===== config.mk =====
export PLATFORM = sky130hd
export DESIGN_NAME = multicycle_ctrl
export DESIGN_NICKNAME = d
export VERILOG_FILES = /design/src/rtl/multicycle_ctrl.sv
export SDC_FILE = /design/constraint.sdc
export NUM_CORES = 1
export LEC_CHECK = 0
export CORE_ASPECT_RATIO = 0.75
export CORE_MARGIN = 2
export CORE_UTILIZATION = 30
export DETAILED_ROUTE_END_ITERATION = 16
export PLACE_DENSITY = 0.74
export SYNTH_ARGS = -nofsm -noshare
export SYNTH_HDL_FRONTEND = slang
export SYNTH_SLANG_ARGS = --single-unit

===== constraint.sdc =====
create_clock -name clk -period 2.15 [get_ports clk]
set_input_delay 0.43 -clock clk [delete_from_list [all_inputs] [get_ports clk]]
set_output_delay 0.43 -clock clk [all_outputs]
set_load 0.02 [all_outputs]

===== src/rtl/multicycle_ctrl.sv =====
// Multi-cycle RV32I control FSM: fetch/decode/execute/mem/writeback sequencing with a req/ready memory port.
// Define MULTICYCLE_CTRL_PERF_EN to add cycle_cnt/instret_cnt performance counters.
module multicycle_ctrl #(
   parameter int WIDTH    = 32,
   parameter int FN_WIDTH = 4
) (
   input  logic                clk,
   input  logic                rst,
   input  logic [6:0]          opcode,
   input  logic [2:0]          funct3,
   input  logic                funct7_b5,
   input  logic                alu_zero,
   input  logic                mem_ready,
   output logic                mem_req,
   output logic                mem_we,
   output logic                mem_addr_sel,
   output logic                ir_en,
   output logic                pc_en,
   output logic [1:0]          pc_src,
   output logic                alu_src_b,
   output logic [FN_WIDTH-1:0] alu_fn,
   output logic                rf_wr_en,
   output logic [1:0]          wb_sel,
   output logic                halted,
   output logic [2:0]          state_dbg
`ifdef MULTICYCLE_CTRL_PERF_EN
   ,
   output logic [WIDTH-1:0]    cycle_cnt,
   output logic [WIDTH-1:0]    instret_cnt
`endif
);

   // Handshake: mem_req (with mem_we/mem_addr_sel) is held from assertion through the
   // cycle in which mem_ready is sampled high; that cycle completes the access.

   localparam logic [6:0] OP_R   = 7'b0110011;
   localparam logic [6:0] OP_I   = 7'b0010011;
   localparam logic [6:0] OP_LW  = 7'b0000011;
   localparam logic [6:0] OP_SW  = 7'b0100011;
   localparam logic [6:0] OP_BR  = 7'b1100011;
   localparam logic [6:0] OP_JAL = 7'b1101111;

   typedef enum logic [2:0] {
      S_FETCH, S_DECODE, S_EXECUTE, S_MEM, S_WB, S_HALT
   } state_t;

   state_t state_q, state_d;
   logic   started_q;

   logic is_r, is_i, is_lw, is_sw, is_br, is_jal, legal;

   assign is_r   = (opcode == OP_R);
   assign is_i   = (opcode == OP_I);
   assign is_lw  = (opcode == OP_LW) && (funct3 == 3'b010);
   assign is_sw  = (opcode == OP_SW) && (funct3 == 3'b010);
   assign is_br  = (opcode == OP_BR) && (funct3[2:1] == 2'b00);
   assign is_jal = (opcode == OP_JAL);
   assign legal  = is_r | is_i | is_lw | is_sw | is_br | is_jal;

   // started_q keeps the first request one cycle clear of reset release.
   always_ff @(posedge clk or negedge rst) begin
      if (!rst) begin
         state_q   <= S_FETCH;
         started_q <= 1'b0;
      end else begin
         state_q   <= state_d;
         started_q <= 1'b1;
      end
   end

   always_comb begin
      state_d      = state_q;
      mem_req      = 1'b0;
      mem_we       = 1'b0;
      mem_addr_sel = 1'b0;
      ir_en        = 1'b0;
      pc_en        = 1'b0;
      pc_src       = 2'd0;
      alu_src_b    = 1'b0;
      alu_fn       = '0;
      rf_wr_en     = 1'b0;
      wb_sel       = 2'd0;
      halted       = 1'b0;
      case (state_q)
         S_FETCH: begin
            if (started_q) begin
               mem_req = 1'b1;
               if (mem_ready) begin
                  ir_en   = 1'b1;
                  pc_en   = 1'b1;
                  state_d = S_DECODE;
               end
            end
         end
         S_DECODE: state_d = legal ? S_EXECUTE : S_HALT;
         S_EXECUTE: begin
            if (is_r) begin
               alu_fn  = FN_WIDTH'({funct7_b5, funct3});
               state_d = S_WB;
            end else if (is_i) begin
               alu_src_b = 1'b1;
               alu_fn    = FN_WIDTH'({(funct3 == 3'b101) & funct7_b5, funct3});
               state_d   = S_WB;
            end else if (is_lw || is_sw) begin
               alu_src_b = 1'b1;
               state_d   = S_MEM;
            end else if (is_br) begin
               // Branch compares via SUB; funct3[0] selects BNE.
               alu_fn  = FN_WIDTH'(4'b1000);
               pc_src  = 2'd1;
               pc_en   = funct3[0] ? !alu_zero : alu_zero;
               state_d = S_FETCH;
            end else if (is_jal) begin
               pc_src  = 2'd1;
               pc_en   = 1'b1;
               state_d = S_WB;
            end else begin
               state_d = S_HALT;
            end
         end
         S_MEM: begin
            mem_req      = 1'b1;
            mem_addr_sel = 1'b1;
            mem_we       = is_sw;
            if (mem_ready) state_d = is_lw ? S_WB : S_FETCH;
         end
         S_WB: begin
            rf_wr_en = 1'b1;
            wb_sel   = is_lw ? 2'd1 : (is_jal ? 2'd2 : 2'd0);
            state_d  = S_FETCH;
         end
         S_HALT: halted = 1'b1;
         default: state_d = S_HALT;
      endcase
   end

   assign state_dbg = state_q;

`ifdef MULTICYCLE_CTRL_PERF_EN
   logic [WIDTH-1:0] cycle_cnt_q, instret_cnt_q;

   // An instruction retires on the cycle that hands control back to FETCH.
   always_ff @(posedge clk or negedge rst) begin
      if (!rst) begin
         cycle_cnt_q   <= '0;
         instret_cnt_q <= '0;
      end else begin
         if (!halted) cycle_cnt_q <= cycle_cnt_q + 1'b1;
         if (state_d == S_FETCH && state_q != S_FETCH) instret_cnt_q <= instret_cnt_q + 1'b1;
      end
   end

   assign cycle_cnt   = cycle_cnt_q;
   assign instret_cnt = instret_cnt_q;
`endif

endmodule

## Yosys cells after proc, flatten, opt, wreduce, memory -nomap -nowiden

Cells that the tools add are included.

- Flip-flop bits (word level): 4
- Bits in latches: 0
- RAM bits: 0
- Bits in read-only memories: 0
- Bits of input ports: 15
- Output and inout bits: 19
- Logic and storage cells: 78
- Memories: 0

- Add/subtract/negate cells: 0
- Multipliers: 0
- Divide/modulo/power cells: 0
- Magnitude comparators: 0
- Equality and inequality tests: 16
- Shift-type cells: 0
- Muxes and demuxes: 45
- Bitwise logic cells: 7
- Reductions and logical operators: 8

Operator list:

| cell | count |
|---|---|
| two-way mux 3 bit | 9 |
| two-way mux 1 bit | 25 |
| two-way mux 4 bit | 5 |
| case mux 3 bit (6 select lines) | 1 |
| == test 7 x 6 -> 1 bit, second input constant | 2 |
| == test 7 bit, second input constant | 2 |
| == test 3 x 2 -> 1 bit, second input constant | 3 |
| == test 3 bit, second input constant | 3 |
| == test 7 x 2 -> 1 bit, second input constant | 1 |
| == test 7 x 5 -> 1 bit, second input constant | 1 |
| two-way mux 2 bit | 3 |
| != test 2 bit, second input constant | 3 |
| bitwise OR 1 bit | 5 |
| case mux 1 bit (2 select lines) | 2 |
| AND reduction 4 bit | 1 |
| == test 3 x 1 -> 1 bit, second input constant | 1 |
| logical AND 1 bit | 3 |
| logical NOT 3 bit | 1 |
| logical NOT 2 bit | 1 |
| bitwise AND 1 bit | 1 |
| logical NOT 1 bit | 1 |
| logical OR 1 bit | 1 |
| NOT 1 bit | 1 |

## Logic depth before layout (Yosys ltp)

Gate-level depths: netlist of run 1.

- Depth after elaboration: 8
- Mapped depth: 5
- Mapped depth without buffers: 4

## Worst setup path after synthesis of run 1

OpenSTA, ideal clock, no wires.

- Path type: input port to output port
- From: input opcode[2]
- To: output pc_en
- Arrival: 2.053 ns
- Data required time: 1.720 ns
- Setup slack: -0.333 ns
- Stages on the path: 4
- Path buffers: 0
- Cell sequence: or4_4 > a211o_1 > nor3_1 > a21o_1

- Word-level cells in the longest chain between the ends: 7
- Elaborated cells between the ends (all ways): 16
- Those cells by class: eq/ne (6); mux (6); reduce/logical (4)

Ends and longest elaborated chain:

| what | line | text |
|---|---|---|
| from (decl) | 9 | `input logic [6:0] opcode,` |
| == test 7 bit (tied with other cells) | 57 | `assign is_jal = (opcode == OP_JAL);` |
| two-way mux 1 bit (tied with other cells) | 113 | `end else if (is_jal) begin` |
| two-way mux 1 bit / logical OR 1 bit (equally long branches) | 107, 104 |  |
| two-way mux 1 bit | 104 | `end else if (is_lw \|\| is_sw) begin` |
| two-way mux 1 bit | 100 | `end else if (is_i) begin` |
| two-way mux 1 bit (*) | 97 | `if (is_r) begin` |
| case mux 1 bit (2 select lines) (*) | 84 | `case (state_q)` |
| to (decl) | 18 | `output logic pc_en,` |

Every way passes the cells marked *; elsewhere a longest branch is shown, timed or not.

## Worst setup path after layout of run 1

Same ends and word-level chain as after synthesis.

==> results of run 1 <==
[repair_timing]
action | CTS | global route
pin swaps | 9 | 4
buffers inserted | 3 | 1
endpoints found under the setup margin | 14 | 11
hold buffers | 0 | 0
gates resized for setup | 71 | 9
[cells in the final DEF, fill, tap and decap left out, types with 2 or more instances in the layout]
master,synthesis,layout
clkdlybuf4s50_1,0,8
buf_2,0,6
nand2_1,6,6
a21oi_1,4,3
dlymetal6s2s_1,0,4
and3_1,7,6
o22ai_1,2,2
buf_6,3,3
nand3b_1,2,2
and2_2,2,2
nor2_1,4,4
dfrtp_1,4,4
conb_1,2,2
buf_4,1,29
nor3b_1,3,2
clkbuf_4,0,3
dlygate4sd2_1,0,6
inv_1,5,5
or3b_2,2,2
[flip-flops by register name, indices dropped and copies added (netlist names)]
register	count
started_q	1
state_dbg	3
[final cells by class]
class	instances	area [sq um]	area share, %
repair buffers	57	474	44.3
multi-input cells	59	427	39.9
well taps	22	27.5	2.57
inverters	5	18.8	1.75
flip-flops and latches	4	100	9.36
clock buffers	3	22.5	2.11
[worst paths after layout]
| check | from | to | slack (ns) | cells after the start |
|---|---|---|---|---|
| worst max-delay path | opcode[2] | pc_en | -0.1 | 6 |
| worst min-delay path | rst | state_dbg[1] | 0.38 | 1 |
| worst max register to register | state_dbg[1] | state_dbg[2] | 0.48 | 5 |
| worst min register to register | started_q | state_dbg[0] | 0.58 | 2 |
| max in group asynchronous | rst | state_dbg[2] | 1.60 | 1 |
| min in group clk | started_q | state_dbg[0] | 0.58 | 2 |
[power groups by stage]
stage	logic (uW)	clock network (uW)	registers (uW)
after floorplan	14.1	0	78.3
final	65.8	100	77.6
after CTS	63.9	101	77.5
after global placement	61.8	0	78.5
after global routing	70.3	105	77.5
after detailed placement	63.6	0	78.5
[stage by stage]
stage | cell area [sq um] | setup slack (ns) | setup TNS (ns) | total power, uW
after floorplan | 559 | -0.0422 | -0.0422 | 92.5
after global placement | 1020 | -0.886 | -7.56 | 140
after detailed placement | 1020 | -0.933 | -7.92 | 142
after CTS | 1060 | -0.138 | -0.262 | 243
after global routing | 1070 | -0.130 | -0.264 | 253
final | 1070 | -0.0986 | -0.169 | 244
[layer usage]
layer	vias to the layer above	track usage, %	part of all wire [%]
li1	379	-	-
met1	356	26.1	49
met2	19	35.5	47
met3	2	3.28	2.4
met4	0	5.77	1.2
met5	-	0	0
[kinds of logic after synthesis]
group,after synthesis,synth area share (%)
flops,4,18.3
buf+inv,9,11.0
other cells,2,1.37
compound gates,17,22.4
simple gates,38,43.8
xor+xnor,2,3.20
[worst max-delay path: stages]
cell and delay (ns):
buf_6 0.09, or4_4 0.52, or3_4 0.34, nand2b_4 0.14
a21o_1 0.16, buf_6 0.13
==> results.sh, run 1 <==
export IMPL_worstPathRequired_ns=1.72
export IMPL_tritoncts="yes"
export IMPL_p_leak_uw=0.000566
export IMPL_fillers=163
export IMPL_dieArea_sq_mm=0.00219
export IMPL_hold_viol=0
export IMPL_routed_wl_um=2020
export IMPL_period_share_pct=105
export IMPL_synth_seq_cells=4
export IMPL_drtIter0Drc=14
export IMPL_synthTopCellsByArea="dfrtp_1 18%, and3_1 8.0%, buf_6 6.2%, nand2_1 4.1%, nor3b_1 4.1%"
export IMPL_fin_skew_ns=0.00755
export IMPL_n_antenna_cell=0
export IMPL_port_buffer_count=32
export IMPL_p_clk_share_pct=41.2
export IMPL_synth_cell_types=38
export IMPL_netSwitchingPower_uw=64.8
export IMPL_drive_gt1_share_pct=44.5
export IMPL_sequentialPowerShare_pct=31.8
export IMPL_grt_ovfl_total=0
export IMPL_wl_per_cell_um=13.5
export IMPL_yosys_area_top_type_share_pct=18.3
export IMPL_worst_setup_path_end_kind="primary output"
export IMPL_start_util_pct=31.8
export IMPL_synth_area_per_cell_sq_um=7.61
export IMPL_die_w_um=53.4
export IMPL_p_int_uw=179
export IMPL_p_per_area_mw_per_mm2=228
export IMPL_grt_max_degree=12
export IMPL_via_per_inst=5.04
export IMPL_synth_edf_count=0
export IMPL_rows=13
export IMPL_cap_viol_max_count=0
export IMPL_cts_htree_levels=1
export IMPL_die_height_um=41.0
export IMPL_clock_sinks=4
export IMPL_startpoint_type="input pin"
export IMPL_ys_top_cells_by_count="7 x and3_1, 6 x nand2_1, 5 x inv_1"
export IMPL_antenna_found_initial=0
export IMPL_io_pins=34
export IMPL_combPwrFrac_pct=27.0
export IMPL_dp_hpwl_um=1630
export IMPL_rsz0062_at_grt="yes"
export IMPL_final_cells=150
export IMPL_dp_cells=143
export IMPL_setup_violations=2
export IMPL_arrival_ns=1.82
export IMPL_cts_root_buf="clkbuf_4"
export IMPL_synth_warnings=0
export IMPL_synthCells=72
export IMPL_yosysMostFrequentCell="and3_1"
export IMPL_hold_class="input pin to async pin"
export IMPL_synthesis_area_sq_um=548
export IMPL_route_vias_total=756
export IMPL_grt_pass1_wl_um=3080
export IMPL_ys_flop_type="dfrtp_1"
export IMPL_gp_congestion=0.831
export IMPL_layout_setup_ws_ns=-0.0986
export IMPL_period_needed_ns=2.25
export IMPL_fmax_ghz=0.445
export IMPL_critPathKind="input pin to primary output"
export IMPL_grt_usage_pct=20.2
export IMPL_hold_slack_ns=0.379
export IMPL_cts_buffer_depth=2
export IMPL_ir_worst_vdd_mv=0.170
export IMPL_ant_nets=0
export IMPL_area_growth_pct=95.2
export IMPL_async_flop_share_pct=100
export IMPL_status="complete, but fails checks"
export IMPL_fin_nets=145
export IMPL_violations="negative setup slack"
export IMPL_worst_skew_pair_late_latency_ns=0.25
export IMPL_drt_first_pass_iters=4
export IMPL_cp_max_fo=2
export IMPL_syn_num_nets=87
export IMPL_switching_share_pct=26.6
export IMPL_cts_buffers=3
export IMPL_core_area_sq_mm=0.00172
export IMPL_grt_pass1_vias=711
export IMPL_route_detailed_drc=0
export IMPL_yosysTopAreaCell="dfrtp_1"
export IMPL_ys_seq_area_share_pct=18.3
export IMPL_post_route_util_pct=62.0
export IMPL_slew_violations=0
export IMPL_clk_pin_slew_ns=0.04
(Power assumes the default switching activity.)
==> run 2: changes to the inputs <==
==> config.mk (replaced) <==
export PLATFORM = sky130hd
export DESIGN_NAME = multicycle_ctrl
export DESIGN_NICKNAME = d
export VERILOG_FILES = /design/src/rtl/multicycle_ctrl.sv
export SDC_FILE = /design/constraint.sdc
export NUM_CORES = 1
export LEC_CHECK = 0
export CORE_MARGIN = 2
export CORE_UTILIZATION = 37
export CTS_BUF_LIST = sky130_fd_sc_hd__clkbuf_2 sky130_fd_sc_hd__clkbuf_4 sky130_fd_sc_hd__clkbuf_8
export DETAILED_ROUTE_END_ITERATION = 16
export PLACE_DENSITY = 0.88
export SYNTH_ARGS = -nofsm -noshare
export SYNTH_HDL_FRONTEND = slang
export SYNTH_SLANG_ARGS = --single-unit
export TNS_END_PERCENT = 10
==> run 2 against run 1 <==
- the run still ends with negative setup slack left
- sequential power is essentially flat
- highest routed layer unchanged
- sequential share of layout area grew 0.45 points
- critical path type unchanged
- combinational power decreased by 2%
- count of clock-buffer cells in the layout stayed put
- total power shrank 4.0%
- first-iteration DRC count rose to 2.9 times the previous value
==> results.sh, run 2 (same netlist as run 1, synthesis figures left out) <==
export IMPL_dp_hpwl_um=1640
export IMPL_via_per_inst=5.63
export IMPL_gp_congestion=0.856
export IMPL_worst_skew_pair_late_latency_ns=0.23
export IMPL_mostFrequentLayoutCell="buf_4"
export IMPL_hold_class="input pin to async pin"
export IMPL_core_area_sq_mm=0.00135
export IMPL_fin_skew_ns=0.00233
export IMPL_startpoint_type="input pin"
export IMPL_start_util_pct=40.6
export IMPL_worstPathRequired_ns=1.72
export IMPL_grt_ovfl_total=0
export IMPL_clk_pin_slew_ns=0.04
export IMPL_violations="negative setup slack"
export IMPL_grt_max_degree=12
export IMPL_tritoncts="yes"
export IMPL_fin_nets=139
export IMPL_port_buffer_count=32
export IMPL_layout_common_cells="21 x buf_4, 8 x clkdlybuf4s50_1, 7 x dlygate4sd2_1, 6 x nand2_1, 6 x and3_1"
export IMPL_worst_setup_path_end_kind="primary output"
export IMPL_n_antenna_cell=0
export IMPL_crit_path_top_delay_cell="or4_4"
export IMPL_cts_buffers=3
export IMPL_p_per_area_mw_per_mm2=229
export IMPL_sequentialPowerShare_pct=33.1
export IMPL_switching_share_pct=24.3
export IMPL_grt_usage_pct=24.7
export IMPL_critPathKind="input pin to primary output"
export IMPL_cp_max_fo=3
export IMPL_p_leak_uw=0.000528
export IMPL_crit_top_cell="buf_6"
export IMPL_die_height_um=42.5
export IMPL_routed_wl_um=2110
export IMPL_preCtsSetupSlack_ns=-0.904
export IMPL_critical_path_max_stage_delay_ns=0.53
export IMPL_drt_first_pass_iters=4
export IMPL_route_vias_total=771
export IMPL_p_clk_share_pct=39.5
export IMPL_cts_htree_levels=1
export IMPL_crit_family="simple AND/OR/NAND/NOR gates"
export IMPL_route_detailed_drc=0
export IMPL_ir_worst_vdd_mv=0.262
export IMPL_rows=13
export IMPL_setup_violations=1
export IMPL_period_needed_ns=2.26
export IMPL_combPwrFrac_pct=27.4
export IMPL_cts_hold_fix_buffers=0
export IMPL_status="complete, but fails checks"
export IMPL_rrSetupSlack_ns=0.47
export IMPL_wl_per_cell_um=15.4
export IMPL_largest_register_ff_count=3
export IMPL_p_total_uw=234
export IMPL_drive_gt1_share_pct=41.8
export IMPL_area_growth_pct=86.3
export IMPL_fmax_ghz=0.442
export IMPL_reg2reg_depth=5
export IMPL_arrival_ns=1.83
export IMPL_netSwitchingPower_uw=56.8
export IMPL_drtIter0Drc=41
export IMPL_period_share_pct=105
export IMPL_cts_buffer_depth=2
export IMPL_ant_nets=0
export IMPL_crit_chain="buf_6, or4_4, or3_4, nand2b_4, a21o_1, buf_6"
export IMPL_hold_viol=0
export IMPL_io_pins=34
export IMPL_layout_setup_ws_ns=-0.115
export IMPL_dieArea_sq_mm=0.00180
export IMPL_antenna_found_initial=0
export IMPL_p_int_uw=177
export IMPL_r2r_end="state_dbg[2]"
export IMPL_hold_slack_ns=0.397
export IMPL_cts_root_buf="clkbuf_4"
export IMPL_grt_pass1_vias=780
export IMPL_clock_sinks=4
export IMPL_rsz0062_at_grt="yes"
export IMPL_die_w_um=42.5
export IMPL_cap_viol_max_count=0
export IMPL_slew_violations=0
export IMPL_r2r_start="state_dbg[1]"
export IMPL_grt_pass1_wl_um=3450
export IMPL_setup_tns_ns=-0.115
export IMPL_cp_num_buf_inv=2
-- run 2: final cells by class --
type | count | area, sq um
repair buffers | 51 | 434
multi-input cells | 59 | 427
fillers | 101 | 329
flip-flops and latches | 4 | 100
clock buffers | 3 | 22.5
inverters | 5 | 18.8
well taps | 15 | 18.8
-- run 2: worst reg2reg max path: stages, from the launching register on --
cell     delay [ns]
dfrtp_1        0.37
buf_4          0.17
or3b_2         0.19
o21ai_0        0.10
a221o_2        0.41
o32a_1         0.33
-- run 2: per-stage QoR --
stage          utilization, %  instances  instance area (sq um)
5_1_grt                  75.6        137                   1020
6_report                 75.6        137                   1020
3_3_place_gp             73.5        133                    992
2_1_floorplan               -         72                    559
3_5_place_dp             73.5        133                    992
4_1_cts                  74.7        137                   1010
-- run 2: worst max-delay path by stage --
stage                     slack (ns)  cells after the start      start    end
final                          -0.11                      6  opcode[2]  pc_en
after CTS                      -0.15                      6  opcode[2]  pc_en
after global routing           -0.15                      6  opcode[2]  pc_en
after global placement         -0.87                      6  opcode[2]  pc_en
after floorplan                -0.04                      4  opcode[2]  pc_en
after detailed placement       -0.90                      6  opcode[2]  pc_en
-- run 2: metal layers --
layer  up-vias  routed length [um]  track usage, %
met1       359                 817            30.5
met3         6                 154            4.31
li1        364                   -               -
met2        42                1100            44.0
met4         0                  32            5.63
met5         -                   0               0
-- run 2: power by group through the flow --
stage | combinational, uW | clock (uW) | sequential [uW]
after CTS | 62.6 | 94.7 | 77.5
after detailed placement | 62.6 | 0 | 78.5
final | 64.2 | 92.3 | 77.6
after global routing | 69.2 | 99.9 | 77.7
after floorplan | 14.1 | 0 | 78.3
after global placement | 61.2 | 0 | 78.5
-- run 2: what timing repair did --
item                                    4_1_cts  5_1_grt
setup buffers                                 1        0
cloned                                        0        0
pin swaps                                     9        4
resized for setup                            75        6
endpoints found under the setup margin       15       11
